<file path="src/rtl/mmcm_reset_sequencer_if.sv">
// Signal bundle between the MMCM reset sequencer and the MMCM / clock-domain consumers.
// LOCK_LOSS_COUNT_EN adds the lock_loss_cnt observation bus.
interface mmcm_reset_sequencer_if;
    logic       locked_async;
    logic       relock_req;
    logic       mmcm_rst;
    logic       domain_rst_n;
    logic       ready;
    logic       fail;
    logic [3:0] retry_cnt;
`ifdef LOCK_LOSS_COUNT_EN
    logic [7:0] lock_loss_cnt;

    modport master (
        input  locked_async,
        input  relock_req,
        output mmcm_rst,
        output domain_rst_n,
        output ready,
        output fail,
        output retry_cnt,
        output lock_loss_cnt
    );

    modport slave (
        output locked_async,
        output relock_req,
        input  mmcm_rst,
        input  domain_rst_n,
        input  ready,
        input  fail,
        input  retry_cnt,
        input  lock_loss_cnt
    );
`else
    modport master (
        input  locked_async,
        input  relock_req,
        output mmcm_rst,
        output domain_rst_n,
        output ready,
        output fail,
        output retry_cnt
    );

    modport slave (
        output locked_async,
        output relock_req,
        input  mmcm_rst,
        input  domain_rst_n,
        input  ready,
        input  fail,
        input  retry_cnt
    );
`endif
endinterface

</file>
<file path="src/rtl/mmcm_reset_sequencer.sv">
// MMCM reset/lock sequencer: pulses RESET, waits for a stable lock, releases the domain reset.
// Optional macro LOCK_LOSS_COUNT_EN adds a saturating count of lock losses seen in RUN.
//
// state     | meaning
// ST_RST    | mmcm_rst held high for RST_CYCLES
// ST_WAIT   | mmcm_rst low, waiting for synchronized lock (bounded by LOCK_TIMEOUT)
// ST_STABLE | lock must hold STABLE_CYCLES consecutive cycles
// ST_RUN    | domain released, ready high
// ST_FAIL   | retries exhausted, mmcm_rst held, waiting for reset or relock_req
module mmcm_reset_sequencer #(
    parameter int RST_CYCLES    = 16,
    parameter int LOCK_TIMEOUT  = 4096,
    parameter int STABLE_CYCLES = 256,
    parameter int MAX_RETRY     = 4,
    parameter int CNT_W         = 16
) (
    input  logic                  clk,
    input  logic                  reset,
    mmcm_reset_sequencer_if.master bus
);

    localparam logic [2:0] ST_RST    = 3'd0;
    localparam logic [2:0] ST_WAIT   = 3'd1;
    localparam logic [2:0] ST_STABLE = 3'd2;
    localparam logic [2:0] ST_RUN    = 3'd3;
    localparam logic [2:0] ST_FAIL   = 3'd4;

    localparam logic [CNT_W-1:0] RST_LAST     = CNT_W'(RST_CYCLES - 1);
    localparam logic [CNT_W-1:0] TIMEOUT_LAST = CNT_W'(LOCK_TIMEOUT - 1);
    localparam logic [CNT_W-1:0] STABLE_LAST  = CNT_W'(STABLE_CYCLES - 1);
    localparam logic [CNT_W-1:0] CNT_MAX      = {CNT_W{1'b1}};
    localparam logic [3:0]       RETRY_LAST   = 4'(MAX_RETRY - 1);
    localparam logic [3:0]       RETRY_MAX    = 4'(MAX_RETRY);

    logic [2:0]       state_q, state_d;
    logic [CNT_W-1:0] cnt_q, cnt_d, cnt_inc;
    logic [3:0]       retry_q, retry_d;
    logic             lk_meta_q, lk_meta_d;
    logic             lk_s_q, lk_s_d;
    logic             mmcm_rst_q, mmcm_rst_d;
    logic             domain_rst_n_q, domain_rst_n_d;
    logic             ready_q, ready_d;
    logic             fail_q, fail_d;
    logic             attempt_fail;
    logic             run_hold;

    assign lk_meta_d = bus.locked_async;
    assign lk_s_d    = lk_meta_q;

    // Saturating increment keeps the counter from wrapping inside a state.
    assign cnt_inc = (cnt_q == CNT_MAX) ? cnt_q : cnt_q + CNT_W'(1);

    always_comb begin
        state_d      = state_q;
        cnt_d        = cnt_q;
        retry_d      = retry_q;
        attempt_fail = 1'b0;

        case (state_q)
            ST_RST: begin
                if (cnt_q == RST_LAST) begin
                    state_d = ST_WAIT;
                    cnt_d   = '0;
                end else begin
                    cnt_d = cnt_inc;
                end
            end
            ST_WAIT: begin
                if (lk_s_q) begin
                    state_d = ST_STABLE;
                    cnt_d   = '0;
                end else if (cnt_q == TIMEOUT_LAST) begin
                    attempt_fail = 1'b1;
                end else begin
                    cnt_d = cnt_inc;
                end
            end
            ST_STABLE: begin
                if (!lk_s_q) begin
                    attempt_fail = 1'b1;
                end else if (cnt_q == STABLE_LAST) begin
                    state_d = ST_RUN;
                    cnt_d   = '0;
                    retry_d = '0;
                end else begin
                    cnt_d = cnt_inc;
                end
            end
            ST_RUN: begin
                // Lock loss after release re-sequences without consuming a retry.
                if (!lk_s_q) begin
                    state_d = ST_RST;
                    cnt_d   = '0;
                end
            end
            ST_FAIL: begin
                state_d = ST_FAIL;
            end
            default: begin
                state_d = ST_RST;
                cnt_d   = '0;
            end
        endcase

        if (attempt_fail) begin
            cnt_d = '0;
            if (retry_q < RETRY_LAST) begin
                retry_d = retry_q + 4'd1;
                state_d = ST_RST;
            end else begin
                retry_d = RETRY_MAX;
                state_d = ST_FAIL;
            end
        end

        if (bus.relock_req) begin
            state_d = ST_RST;
            cnt_d   = '0;
            retry_d = '0;
        end
    end

    // Domain reset and ready open one edge after entering RUN and close on the edge RUN is left.
    assign run_hold       = (state_q == ST_RUN) && (state_d == ST_RUN);
    assign domain_rst_n_d = run_hold;
    assign ready_d        = run_hold;
    assign mmcm_rst_d     = (state_d == ST_RST) || (state_d == ST_FAIL);
    assign fail_d         = (state_d == ST_FAIL);

    always_ff @(posedge clk) begin
        if (!reset) begin
            state_q        <= ST_RST;
            cnt_q          <= '0;
            retry_q        <= '0;
            lk_meta_q      <= 1'b0;
            lk_s_q         <= 1'b0;
            mmcm_rst_q     <= 1'b1;
            domain_rst_n_q <= 1'b0;
            ready_q        <= 1'b0;
            fail_q         <= 1'b0;
        end else begin
            state_q        <= state_d;
            cnt_q          <= cnt_d;
            retry_q        <= retry_d;
            lk_meta_q      <= lk_meta_d;
            lk_s_q         <= lk_s_d;
            mmcm_rst_q     <= mmcm_rst_d;
            domain_rst_n_q <= domain_rst_n_d;
            ready_q        <= ready_d;
            fail_q         <= fail_d;
        end
    end

    assign bus.mmcm_rst     = mmcm_rst_q;
    assign bus.domain_rst_n = domain_rst_n_q;
    assign bus.ready        = ready_q;
    assign bus.fail         = fail_q;
    assign bus.retry_cnt    = retry_q;

`ifdef LOCK_LOSS_COUNT_EN
    logic [7:0] lock_loss_cnt_q, lock_loss_cnt_d;
    logic       lock_lost;

    // relock_req pre-empts the RUN exit, so that cycle is not a lock loss.
    assign lock_lost = (state_q == ST_RUN) && !lk_s_q && !bus.relock_req;

    always_comb begin
        lock_loss_cnt_d = lock_loss_cnt_q;
        if (lock_lost && (lock_loss_cnt_q != 8'hFF)) begin
            lock_loss_cnt_d = lock_loss_cnt_q + 8'd1;
        end
    end

    always_ff @(posedge clk) begin
        if (!reset) begin
            lock_loss_cnt_q <= 8'd0;
        end else begin
            lock_loss_cnt_q <= lock_loss_cnt_d;
        end
    end

    assign bus.lock_loss_cnt = lock_loss_cnt_q;
`endif

endmodule

</file>
<file path="src/flat_wrapper.sv">
// flat-port wrapper written by rule: the top's interface ports become plain ports
module mmcm_reset_sequencer_flat 
#(
    parameter int RST_CYCLES    = 16,
    parameter int LOCK_TIMEOUT  = 4096,
    parameter int STABLE_CYCLES = 256,
    parameter int MAX_RETRY     = 4,
    parameter int CNT_W         = 16
)
  (clk, reset, bus_locked_async, bus_relock_req, bus_mmcm_rst, bus_domain_rst_n, bus_ready, bus_fail, bus_retry_cnt);
  mmcm_reset_sequencer_if bus_i ();
  input  logic clk;
  input  logic reset;
  input wire logic [$bits(bus_i.locked_async)-1:0] bus_locked_async;
  input wire logic [$bits(bus_i.relock_req)-1:0] bus_relock_req;
  output wire logic [$bits(bus_i.mmcm_rst)-1:0] bus_mmcm_rst;
  output wire logic [$bits(bus_i.domain_rst_n)-1:0] bus_domain_rst_n;
  output wire logic [$bits(bus_i.ready)-1:0] bus_ready;
  output wire logic [$bits(bus_i.fail)-1:0] bus_fail;
  output wire logic [$bits(bus_i.retry_cnt)-1:0] bus_retry_cnt;
  assign bus_i.locked_async = bus_locked_async;
  assign bus_i.relock_req = bus_relock_req;
  assign bus_mmcm_rst = bus_i.mmcm_rst;
  assign bus_domain_rst_n = bus_i.domain_rst_n;
  assign bus_ready = bus_i.ready;
  assign bus_fail = bus_i.fail;
  assign bus_retry_cnt = bus_i.retry_cnt;
  mmcm_reset_sequencer #(.RST_CYCLES(RST_CYCLES), .LOCK_TIMEOUT(LOCK_TIMEOUT), .STABLE_CYCLES(STABLE_CYCLES), .MAX_RETRY(MAX_RETRY), .CNT_W(CNT_W)) u_core (.clk(clk), .reset(reset), .bus(bus_i));
endmodule
</file>
<file path="config.mk">
export PLATFORM = sky130hd
export DESIGN_NAME = mmcm_reset_sequencer_flat
export DESIGN_NICKNAME = d
export VERILOG_FILES = /design/src/rtl/mmcm_reset_sequencer_if.sv /design/src/rtl/mmcm_reset_sequencer.sv /design/src/flat_wrapper.sv
export SDC_FILE = /design/constraint.sdc
export NUM_CORES = 1
export LEC_CHECK = 0
export CORE_UTILIZATION = 45
export DETAILED_ROUTE_END_ITERATION = 12
export DONT_BUFFER_PORTS = 1
export GPL_TIMING_DRIVEN = 0
export MAX_ROUTING_LAYER = met4
export REMOVE_ABC_BUFFERS = 1
export SLEW_MARGIN = 15
export SYNTH_ARGS = -nofsm -noshare
export SYNTH_HDL_FRONTEND = slang
export SYNTH_SLANG_ARGS = --single-unit
</file>
<file path="constraint.sdc">
create_clock -name clk -period 2.45 [get_ports clk]
set_input_delay 0.49 -clock clk [delete_from_list [all_inputs] [get_ports clk]]
set_output_delay 0.49 -clock clk [all_outputs]
set_load 0.01 [all_outputs]
</file>
* After elaboration in Yosys (flattened, before gate mapping)
Index checks and enable logic that the tools add are counted.
** Storage, ports and cells
- Flip-flop bits (word level) :: 28
- Input port bits :: 4
- Output and inout bits :: 8
- Word-level logic and storage cells :: 63
** Cells by class
- $add $sub $neg :: 2
- Order comparisons :: 1
- Eq/ne operators :: 13
- Mux-type cells :: 26
- Bitwise gates (word level) :: 2
- Reduce and logical (&&, ||, !) cells :: 11
** Operators by type and width (count)
- 2-to-1 mux 16 bit :: 7
- one-hot mux 16 bit (5 select lines) :: 1
- 2-to-1 mux 3 bit :: 8
- 2-to-1 mux 4 bit :: 5
- adder 16 x 1 -> 16 bit, second input constant :: 1
- == test 16 x 12 -> 1 bit, second input constant :: 1
- == test 16 bit, second input constant :: 1
- == test 16 x 4 -> 1 bit, second input constant :: 1
- == test 16 x 8 -> 1 bit, second input constant :: 1
- one-hot mux 3 bit (5 select lines) :: 1
- == test 3 x 2 -> 1 bit, second input constant :: 3
- == test 3 bit, second input constant :: 2
- logical NOT 3 bit :: 2
- nonzero test 2 bit :: 3
- adder 4 x 1 -> 4 bit, second input constant :: 1
- less-than comparator 4 x 2 -> 1 bit, second input constant :: 1
- AND reduction 4 bit :: 1
- == test 3 x 1 -> 1 bit, second input constant :: 1
- 2-to-1 mux 1 bit :: 3
- inequality test 3 x 2 -> 1 bit, second input constant :: 1
- AND reduction 3 bit :: 1
- OR reduction 3 bit :: 1
- inequality test 2 x 1 -> 1 bit, second input constant :: 1
- inequality test 2 bit, second input constant :: 1
- 5 further kinds :: 6

* Depth between registers and ports, before layout
Gate-level depths: netlist of run 1.
- Word-level depth :: 8
- Depth in mapped cells :: 9
- Depth with buffers taken out :: 7

* Worst setup path before layout of run 1
OpenSTA, ideal clock, no wires.
- Kind :: register to register
- Start :: register u_core.cnt_q[13]
- End :: register u_core.cnt_q[7]
- Setup time :: 0.125 ns
- Data arrival time :: 1.818 ns
- Data required time :: 2.325 ns
- Path slack :: 0.507 ns
- Cell stages (with the launch flop) :: 10
- Buffers on the path :: 3
- Period minus slack after synthesis :: 1.943 ns
- Cell sequence :: dfxtp_1 -> buf_6 -> or4_4 -> nor4_4 -> a21o_4 -> or2_1 -> buf_6 -> o21bai_4 -> buf_8 -> a21oi_1
** On the way
- Word-level cells in the longest chain between the ends :: 5
- Elaborated cells on any way between the ends :: 17
- Classes of those cells :: eq/ne (5); mux (10); reduce/logical (2)
** Ends and longest elaborated chain
- start: declaration :: RTL line mmcm_reset_sequencer.sv:36 : logic [CNT_W-1:0] cnt_q, cnt_d, cnt_inc;
- start signal: assignment :: RTL line mmcm_reset_sequencer.sv:143 : cnt_q <= cnt_d;
- == test 16 bit / == test 16 x 12 -> 1 bit (equally long branches) :: RTL line mmcm_reset_sequencer.sv:51, mmcm_reset_sequencer.sv:72
- 2-to-1 mux 16 bit / 2-to-1 mux 1 bit (equally long branches) :: RTL line mmcm_reset_sequencer.sv:51, mmcm_reset_sequencer.sv:72
- 2-to-1 mux 16 bit (tied with other cells) :: RTL line mmcm_reset_sequencer.sv:81 : end else if (cnt_q == STABLE_LAST) begin
- 2-to-1 mux 16 bit (tied with other cells) :: RTL line mmcm_reset_sequencer.sv:79 : if (!lk_s_q) begin
- one-hot mux 16 bit (5 select lines) / OR reduction 3 bit (equally long branches)
Parallel ways exist; a longest one is shown, timed or not. The select of a mux whose other input is x is not followed.
A chain may end at the register's enable or synchronous reset.

* Worst setup path in the final report of run 1
- Start :: register u_core.state_q[1]
- End :: register u_core.cnt_q[7]
** On the way
- Word-level cells in the longest chain between the ends :: 3
- Elaborated cells on any way between the ends :: 13
- Classes of those cells :: eq/ne (7); mux (2); bitwise (1); reduce/logical (3)
** Ends and longest elaborated chain
- start: declaration :: RTL line mmcm_reset_sequencer.sv:35 : logic [2:0] state_q, state_d;
- start signal: assignment :: RTL line mmcm_reset_sequencer.sv:142 : state_q <= state_d;
- == test 3 x 1 -> 1 bit (tied with other cells) :: RTL line mmcm_reset_sequencer.sv:59 : case (state_q)
- inequality test 3 x 2 -> 1 bit (no line) (tied with other cells)
- AND reduction 4 bit (no line) / OR reduction 3 bit (equally long branches)
Parallel ways exist; a longest one is shown, timed or not.

==> metrics.md, run 1 <==
| Metric | Value |
|---|---|
| Core Area | `3080 um2` |
| Crit path max fanout | `11` |
| Post-synth EDFFs | `0` |
| Yosys cell types | `46` |
| Diode count | `0` |
| Hold Crit Class | `input pin to register` |
| Post-Syn Area | `1470 um2` |
| Switching Fraction | `0.195` |
| LEAKAGE | `0.516 nW` |
| HPWL after DPL | `2230 um` |
| First-pass GRT wire length | `5060 um` |
| Clock power frac | `0.390` |
| 1st-pass router iterations | `4` |
| Yosys warnings | `0` |
| RR Startpoint | `u_core.state_q[1]$_SDFF_PN0_` |
| GR Util All Layers | `0.198` |
| Commonest non-fill, non-tap cells in the layout | `dfxtp_1 (28), nor2_1 (20), nand3_1 (13)` |
| Num CTS Buffers | `3` |
| FF-to-FF setup slack | `0.19 ns` |
| Nets | `171` |
| Maximum clock path buffer count | `2` |
| Asr flop ratio synth | `0` |
| Commonest non-fill, non-tap cell in the layout | `dfxtp_1` |
| Port Buf Inserts | `0` |
| Maximum Capacitance Violations | `0` |
| Hold Startpoint | `bus_relock_req` |
| Post-Route WL | `3020 um` |
| Placement Rows | `20` |
| DR vias | `1242` |
| Placed cell count | `204` |
| WHS Endpoint | `u_core.bus.domain_rst_n$_SDFF_PN0_` |
| Internal power | `0.630 mW` |
| Postcts setup bufs | `0` |
| Clk root buf | `clkbuf_4` |
| Fmax | `0.442 GHz` |
| Worst path required time | `2.73 ns` |
| Clk_skew | `0.00631 ns` |
| Die H | `59.1 um` |
| Slew margin rel. | `0.496` |
| Cts repair resizes | `1` |
| Layout cell share with drive strength beyond 1 | `0.0915` |
| Initial antenna violation count | `0` |
| Pre-CTS setup slack | `0.0327 ns` |
| Worst Setup Path Type | `register to register` |
| Endpoint class of the critical path | `register` |
| Final min period | `2.26 ns` |
| Worst vdd ir | `0.000222 V` |
| Mapped Cells | `170` |
| Startpoint Class | `register` |
| Reg power frac | `0.591` |
| Via-to-Cell Ratio | `5.97` |
| Number of synthesized register bits | `28` |
| Initial Utilization | `0.476` |
| Pwr Total | `0.782 mW` |
| Ys flop type | `dfxtp_1` |
| RSZ-0062 raised after global routing | `no` |
| Largest area contributor in the netlist | `dfxtp_1` |
| Number of global-route vias before repair | `1114` |
| Largest net degree at the start of global routing | `17` |
| Largest cells by area after synthesis | `dfxtp_1 (38%), xor2_1 (6.0%), nor2_1 (5.1%)` |
| Non-Filler Instances | `208` |
| Die width | `59.1 um` |
| Placed Area | `1450 um2` |
| Final Setup Violations | `0` |
| Hold Vio Cnt, Final | `0` |
| RD Place Congestion | `0.884` |
| Min-Delay Path Depth | `1` |
| Capturing point of the worst reg2reg path | `u_core.cnt_q[7]$_SDFFE_PP0P_` |
| TNS Setup | `0 ns` |
| Worst hold margin | `0.212 ns` |
| Hold_buf cts | `0` |
| Net Switching | `0.152 mW` |
| Final core utilization | `0.493` |
| Clock-pin transition on the worst setup and hold timing paths | `0.15 ns` |
| Full die area | `3490 um2` |
| Worst skew pair latency | `0.33 ns` |
| Detail Route Antenna Nets | `0` |
| # clock sinks | `28` |
| Register area share after synthesis | `0.383` |
| Max-slew violation count | `0` |
| WL/cell | `14.5 um` |
| Crit share post-route | `0.923` |
| TritonCTS clock tree | `done` |
| Io pins | `12` |
| Worst path arrival time | `2.54 ns` |
| Total grt overflow | `0` |
| Reg2Reg Depth | `6` |
| Final Cell Area | `1520 um2` |
| DRC | `0` |
| First DRT Iteration DRCs | `56` |
| Power Dens Cells | `515 nW/um2` |
| Outcome | `finished clean` |
| # fillers | `302` |
| Comb pwr share | `0.019` |
| CTS H-Tree Depth | `1` |
| Tightest Pin Transition | `0.749 ns` |
| Setup ws final | `0.188 ns` |
| Syn Area/Cell | `8.62 um2` |
| Area growth from synthesis to layout | `3.59%` |
| Yosys top cell area share | `0.383` |
worst max-delay path, stage by stage, from the launching register on:
cell and delay, ns:
dfxtp_1 0.53, or3b_2 0.21, nand2_1 0.19, a211oi_4 0.51, nand2_1 0.20, or4_1 0.43
a21oi_1 0.14
flip-flops by register name, indices dropped and copies added, names as in the netlist:
signal / count
u_core.lk_meta_q: 1
u_core.bus.mmcm_rst: 1
u_core.bus.domain_rst_n: 1
u_core.bus.fail: 1
u_core.state_q: 3
u_core.bus.retry_cnt: 4
u_core.cnt_q: 16
u_core.lk_s_q: 1
synth_stat cells (all sizes together), types with 3 or more instances:
| cell type | n |
|---|---|
| dfxtp | 28 |
| nor2 | 20 |
| nand3 | 13 |
| a21oi | 12 |
| nand2 | 12 |
| xor2 | 10 |
| nor4 | 9 |
| nand4 | 8 |
| buf | 7 |
| nor3 | 7 |
| nand2b | 4 |
| and3 | 3 |
| clkbuf | 3 |
how the worst max path moves through the flow:
stage,from,endpoint,cells past startpoint
2_1_floorplan,u_core.cnt_q[0]$_SDFFE_PP0P_,u_core.cnt_q[7]$_SDFFE_PP0P_,7
3_3_place_gp,u_core.state_q[1]$_SDFF_PN0_,u_core.cnt_q[7]$_SDFFE_PP0P_,6
3_5_place_dp,u_core.state_q[1]$_SDFF_PN0_,u_core.cnt_q[7]$_SDFFE_PP0P_,6
4_1_cts,u_core.cnt_q[0]$_SDFFE_PP0P_,u_core.cnt_q[4]$_SDFFE_PP0P_,7
5_1_grt,u_core.cnt_q[0]$_SDFFE_PP0P_,u_core.cnt_q[4]$_SDFFE_PP0P_,7
6_report,u_core.state_q[1]$_SDFF_PN0_,u_core.cnt_q[7]$_SDFFE_PP0P_,6
power by group through the flow:
stage | registers, mW | logic [mW] | clock network, mW
after global placement | 0.472 | 0.0143 | 0
final | 0.462 | 0.0147 | 0.305
after CTS | 0.462 | 0.0150 | 0.311
after global routing | 0.463 | 0.0163 | 0.328
after floorplan | 0.471 | 0.0114 | 0
after detailed placement | 0.472 | 0.0149 | 0
cell type report:
| class | instances | area [um2] | area share |
|---|---|---|---|
| Inverter | 1 | 3.75 | 0.00247 |
| Multi-Input combinational cell | 131 | 846 | 0.557 |
| Tap cell | 44 | 55.1 | 0.0363 |
| Clock buffer | 3 | 22.5 | 0.0148 |
| Sequential cell | 28 | 561 | 0.369 |
| Clock inverter | 1 | 30.0 | 0.0198 |
cells by family (layout without fill, tap and decap cells):
family                     Yosys count  count (layout)  synth area share
xor gates and xnor gates            10              10            0.0598
adders and majority gates            2               2            0.0171
DFF                                 28              28             0.383
muxes                                2               2            0.0137
AOI/OAI and AO/OA                   26              26             0.126
buffers and inverters               11               5            0.0529
and+or+nand+nor                     91              91             0.348
layer usage:
metal | part of all wire | vias to the layer above | global-route usage
met2 | 0.48 | 24 | 0.295
li1 | - | 610 | -
met3 | 0.036 | 4 | 0.0262
met1 | 0.47 | 604 | 0.265
met5 | 0 | - | -
met4 | 0.0096 | 0 | 0.0952
Note: power is estimated with default switching activity, not from simulation.
==> run 2: changes to the inputs <==
PLACE_DENSITY = 0.68   (was unset)
==> run 2 against run 1 <==
Compared with the run above: register-to-register slack got worse by 0.06 ns; wire length shrank 2.6%; global-route usage is 0.15 points lower; via count decreased by 2.7%; cell area rose by 0.49%; first-iteration DRC count rose by 95%; worst hold slack got worse by 0.0068 ns; core utilization grew 0.24 points; clock skew increased by 0.0073 ns; clock-buffer cell count unchanged.
==> metrics.md, run 2 (synthesis results as in run 1) <==
| Metric | Value |
|---|---|
| DRC | `0` |
| Full die area | `3490 um2` |
| Detail Route Antenna Nets | `0` |
| Tightest Pin Transition | `0.749 ns` |
| Clk_skew | `0.0136 ns` |
| RSZ-0062 raised after global routing | `no` |
| Placed cell count | `204` |
| Non-Filler Instances | `209` |
| Maximum Capacitance Violations | `0` |
| Diode count | `0` |
| Pre-CTS setup slack | `-0.463 ns` |
| Maximum clock path buffer count | `2` |
| Nets | `172` |
| Crit path max fanout | `11` |
| FF+latch area | `561 um2` |
| Placement Rows | `20` |
| Initial antenna violation count | `0` |
| Core Area | `3080 um2` |
| Startpoint Class | `register` |
| Num CTS Buffers | `3` |
| Max-slew violation count | `0` |
| HPWL after DPL | `2190 um` |
| TritonCTS clock tree | `done` |
| Worst vdd ir | `0.000356 V` |
| Worst hold margin | `0.205 ns` |
| Die H | `59.1 um` |
| Power Dens Cells | `511 nW/um2` |
| Largest net degree at the start of global routing | `17` |
| Cell chain of the critical path | `or3b_2 > nand2_1 > a211oi_4 > nand2_1 > or4_1 > a21oi_1` |
| First DRT Iteration DRCs | `109` |
| Crit-path slowest cell | `a211oi_4` |
| Setup ws final | `0.131 ns` |
| # fillers | `304` |
| WL/cell | `14.1 um` |
| Post-Route WL | `2940 um` |
| Number of global-route vias before repair | `1090` |
| Port Buf Inserts | `0` |
| Endpoint class of the critical path | `register` |
| Worst Setup Path Type | `register to register` |
| GR Util All Layers | `0.197` |
| Total grt overflow | `0` |
| Final Setup Violations | `0` |
| Slew margin rel. | `0.496` |
| Crit share post-route | `0.946` |
| 1st-pass router iterations | `4` |
| Worst path arrival time | `2.58 ns` |
| Clock-pin transition on the worst setup and hold timing paths | `0.16 ns` |
| Hold Vio Cnt, Final | `0` |
| Outcome | `finished clean` |
| CTS H-Tree Depth | `1` |
| Commonest non-fill, non-tap cell in the layout | `dfxtp_1` |
| Hold Crit Class | `input pin to register` |
| Final min period | `2.32 ns` |
| Via-to-Cell Ratio | `5.78` |
| Commonest non-fill, non-tap cells in the layout | `dfxtp_1 (28), nor2_1 (20), nand3_1 (13)` |
| Delay-heaviest family, CP | `simple AND/OR/NAND/NOR gates` |
| CP bufs+invs | `0` |
| Die width | `59.1 um` |
| # clock sinks | `28` |
| Worst path required time | `2.72 ns` |
| Initial Utilization | `0.476` |
| Area taken by multi-input logic gates | `846 um2` |
| LEAKAGE | `0.520 nW` |
| DR vias | `1208` |
| RD Place Congestion | `0.864` |
| Biggest register | `u_core.cnt_q` |
| First-pass GRT wire length | `5090 um` |
| Fmax | `0.431 GHz` |
| Max reg flops | `16` |
| Hold_buf cts | `0` |
| Area growth from synthesis to layout | `4.10%` |
| Top cell by count, worst path | `nand2_1` |
| Max incr delay on CP | `0.52 ns` |
| Io pins | `12` |
| Layout cell share with drive strength beyond 1 | `0.0970` |
| Clk root buf | `clkbuf_4` |
| Worst skew pair latency | `0.33 ns` |
-- run 2: final timing paths --
| kind | from | end | slack (ns) | cells after the start |
|---|---|---|---|---|
| max reg2reg | u_core.state_q[1]$_SDFF_PN0_ | u_core.cnt_q[7]$_SDFFE_PP0P_ | 0.13 | 6 |
| max | u_core.state_q[1]$_SDFF_PN0_ | u_core.cnt_q[7]$_SDFFE_PP0P_ | 0.13 | 6 |
| min | bus_relock_req | u_core.bus.domain_rst_n$_SDFF_PN0_ | 0.21 | 1 |
| min reg2reg | u_core.lk_meta_q$_SDFF_PN0_ | u_core.lk_s_q$_SDFF_PN0_ | 0.44 | 1 |
-- run 2: cell type report --
class,instances,area share
clock buffer,3,0.0148
clock inverter,1,0.0197
inverter,1,0.00246
multi-input combinational,131,0.555
sequential,28,0.368
tap,44,0.0361
timing repair buffer,1,0.00492
-- run 2: metrics by stage --
stage	util	power (mW)	setup TNS [ns]	cell area [um2]
after floorplan	-	0.483	0	1390
after global placement	0.470	0.486	-0.770	1450
after detailed placement	0.470	0.487	-1.22	1450
after CTS	0.491	0.790	0	1510
after global routing	0.496	0.813	0	1530
final	0.496	0.780	0	1530
-- run 2: where the power goes --
part	internal, mW	total (mW)	switching (mW)	leakage [nW]
registers	0.459	0.462	0.00369	0.226
clock network	0.165	0.304	0.138	0.0279
logic	0.00544	0.0140	0.00855	0.266
-- run 2: what timing repair did --
action                                  4_1_cts  5_1_grt
pin swaps                                     0        1
setup buffers                                 0        1
endpoints found under the setup margin       12       13
resized for setup                             2        1
-- run 2: metal layers --
metal | track usage | up-vias | share of wire
li1 | - | 609 | -
met4 | 0.0612 | 0 | 0.0041
met5 | - | - | 0
met3 | 0.0437 | 2 | 0.050
met1 | 0.265 | 571 | 0.49
met2 | 0.292 | 26 | 0.46
==> run 3: changes to the inputs <==
GPL_ROUTABILITY_DRIVEN = 1   (was unset)
SETUP_SLACK_MARGIN = 0.2   (was unset)
==> run 3 against run 2 <==
Compared with the run above: cell area is 6.0% higher; wire length rose by 5.7%; critical path depth rose by 1; combinational power grew 60%; via count increased by 4.1%; non-clock buffer count grew 5; setup slack improved by 0.14 ns; sequential power barely moved; maximum frequency is 6.4% higher; clock power hardly changed; first-iteration DRC count shrank 16%; final cell count increased by 2.9%; critical path type unchanged; largest cell class unchanged; largest power group unchanged.
==> metrics.md, run 3 (synthesis results as in run 1) <==
| Metric | Value |
|---|---|
| Outcome | `finished clean` |
| Placement Rows | `20` |
| Detail Route Antenna Nets | `0` |
| Port Buf Inserts | `0` |
| Worst path required time | `2.72 ns` |
| Num CTS Buffers | `3` |
| Initial Utilization | `0.476` |
| HPWL after DPL | `2190 um` |
| Worst path arrival time | `2.45 ns` |
| Switching Fraction | `0.195` |
| Commonest non-fill, non-tap cell in the layout | `dfxtp_1` |
| Reg power frac | `0.585` |
| Final core utilization | `0.525` |
| Comb pwr share | `0.028` |
| Endpoint class of the critical path | `register` |
| Nets | `178` |
| Final min period | `2.18 ns` |
| Area growth from synthesis to layout | `10.3%` |
| Tightest Pin Transition | `0.734 ns` |
| LEAKAGE | `0.572 nW` |
| Reg2Reg Depth | `7` |
| Io pins | `12` |
| Clock power frac | `0.387` |
| Max reg flops | `16` |
| 1st-pass router iterations | `4` |
| Total grt overflow | `0` |
| First-pass GRT wire length | `5100 um` |
| RD Place Congestion | `0.864` |
| Largest net degree at the start of global routing | `17` |
| Clk root buf | `clkbuf_4` |
| Core Area | `3080 um2` |
| TNS Setup | `0 ns` |
| DR vias | `1257` |
| Full die area | `3490 um2` |
| Initial antenna violation count | `0` |
| Startpoint Class | `register` |
| TritonCTS clock tree | `done` |
| Max-slew violation count | `0` |
| GR Util All Layers | `0.197` |
| DRC | `0` |
| Biggest register | `u_core.cnt_q` |
| M1 GR Usage | `0.267` |
| Worst hold margin | `0.201 ns` |
| Placed cell count | `204` |
| Worst skew pair latency | `0.33 ns` |
| Clock-pin transition on the worst setup and hold timing paths | `0.16 ns` |
| Diode count | `0` |
| Met2 Usage GRT | `0.292` |
| Worst Setup Path Type | `register to register` |
| Min-Delay Path Depth | `1` |
| Number of global-route vias before repair | `1092` |
| Maximum Capacitance Violations | `0` |
| Fmax | `0.459 GHz` |
| Internal power | `0.636 mW` |
| Net Switching | `0.154 mW` |
| # fillers | `290` |
| Gr busiest metal | `met2` |
| Hold Vio Cnt, Final | `0` |
| Met3 usage | `0.0437` |
| Crit share post-route | `0.889` |
| Hold Crit Class | `input pin to register` |
| # clock sinks | `28` |
| Hold_buf cts | `0` |
| Commonest non-fill, non-tap cells in the layout | `dfxtp_1 (23), nor2_1 (20), nand3_1 (13)` |
| RSZ-0062 raised after global routing | `yes` |
| Final Setup Violations | `0` |
| Die H | `59.1 um` |
| First DRT Iteration DRCs | `92` |
| Setup ws final | `0.271 ns` |
| Die width | `59.1 um` |
| Worst vdd ir | `0.000357 V` |
| Post-Route WL | `3100 um` |
| Crit path max fanout | `5` |
| Power Dens Cells | `489 nW/um2` |
| Pre-CTS setup slack | `-0.463 ns` |
| Slew margin rel. | `0.506` |
| Maximum clock path buffer count | `2` |
| CTS H-Tree Depth | `1` |
| Layout cell share with drive strength beyond 1 | `0.170` |
| Via-to-Cell Ratio | `5.85` |
| WL/cell | `14.4 um` |
| Clk_skew | `0.0144 ns` |
| Non-Filler Instances | `215` |
run 3: changes by cell type in the layout (fill, tap and decap cells not counted), sizes merged:
cell,change
buf,+5
a211oi,+1
run 3: layout make-up:
type                       count  area [um2]  area share
multi-input combinational    132         881       0.545
sequential                    28         567       0.351
timing repair buffer           6        57.6      0.0356
tap                           44        55.1      0.0341
clock inverter                 1        30.0      0.0186
clock buffer                   3        22.5      0.0139
inverter                       1        3.75     0.00232
run 3: critical path: stages (launching register included):
cell      delay (ns)
dfxtp_1         0.38
ha_1            0.24
nand3_1         0.25
nor4_4          0.10
a211oi_4        0.37
nand2_1         0.20
or4_1           0.45
a21oi_1         0.15
run 3: through the flow:
stage | total power [mW] | cell area [um2]
3_3_place_gp | 0.486 | 1450
5_1_grt | 0.822 | 1620
4_1_cts | 0.791 | 1520
2_1_floorplan | 0.483 | 1390
6_report | 0.791 | 1620
3_5_place_dp | 0.487 | 1450
run 3: path summary, 6_finish.rpt:
kind                           startpoint                                 end  slack [ns]
min                        bus_relock_req  u_core.bus.domain_rst_n$_SDFF_PN0_        0.20
max          u_core.cnt_q[0]$_SDFFE_PP0P_        u_core.cnt_q[7]$_SDFFE_PP0P_        0.27
max reg2reg  u_core.cnt_q[0]$_SDFFE_PP0P_        u_core.cnt_q[7]$_SDFFE_PP0P_        0.27
min reg2reg   u_core.lk_meta_q$_SDFF_PN0_            u_core.lk_s_q$_SDFF_PN0_        0.44
run 3: what timing repair did:
action	CTS	global route
gates cloned	0	1
pin swaps	0	5
endpoints found under the setup margin	14	13
setup buffers	0	6
resized for setup	4	9
run 3: per-layer routing:
metal,vias to the layer above,part of all wire
met5,-,0
met4,0,0.014
met3,4,0.034
met2,29,0.45
met1,601,0.50
li1,623,-
run 3: power groups by stage:
stage	clock network, mW	registers [mW]	logic, mW
floorplan	0	0.471	0.0114
global placement	0	0.472	0.0140
detailed placement	0	0.472	0.0144
CTS	0.313	0.462	0.0152
global route	0.334	0.463	0.0245
finish	0.306	0.462	0.0224
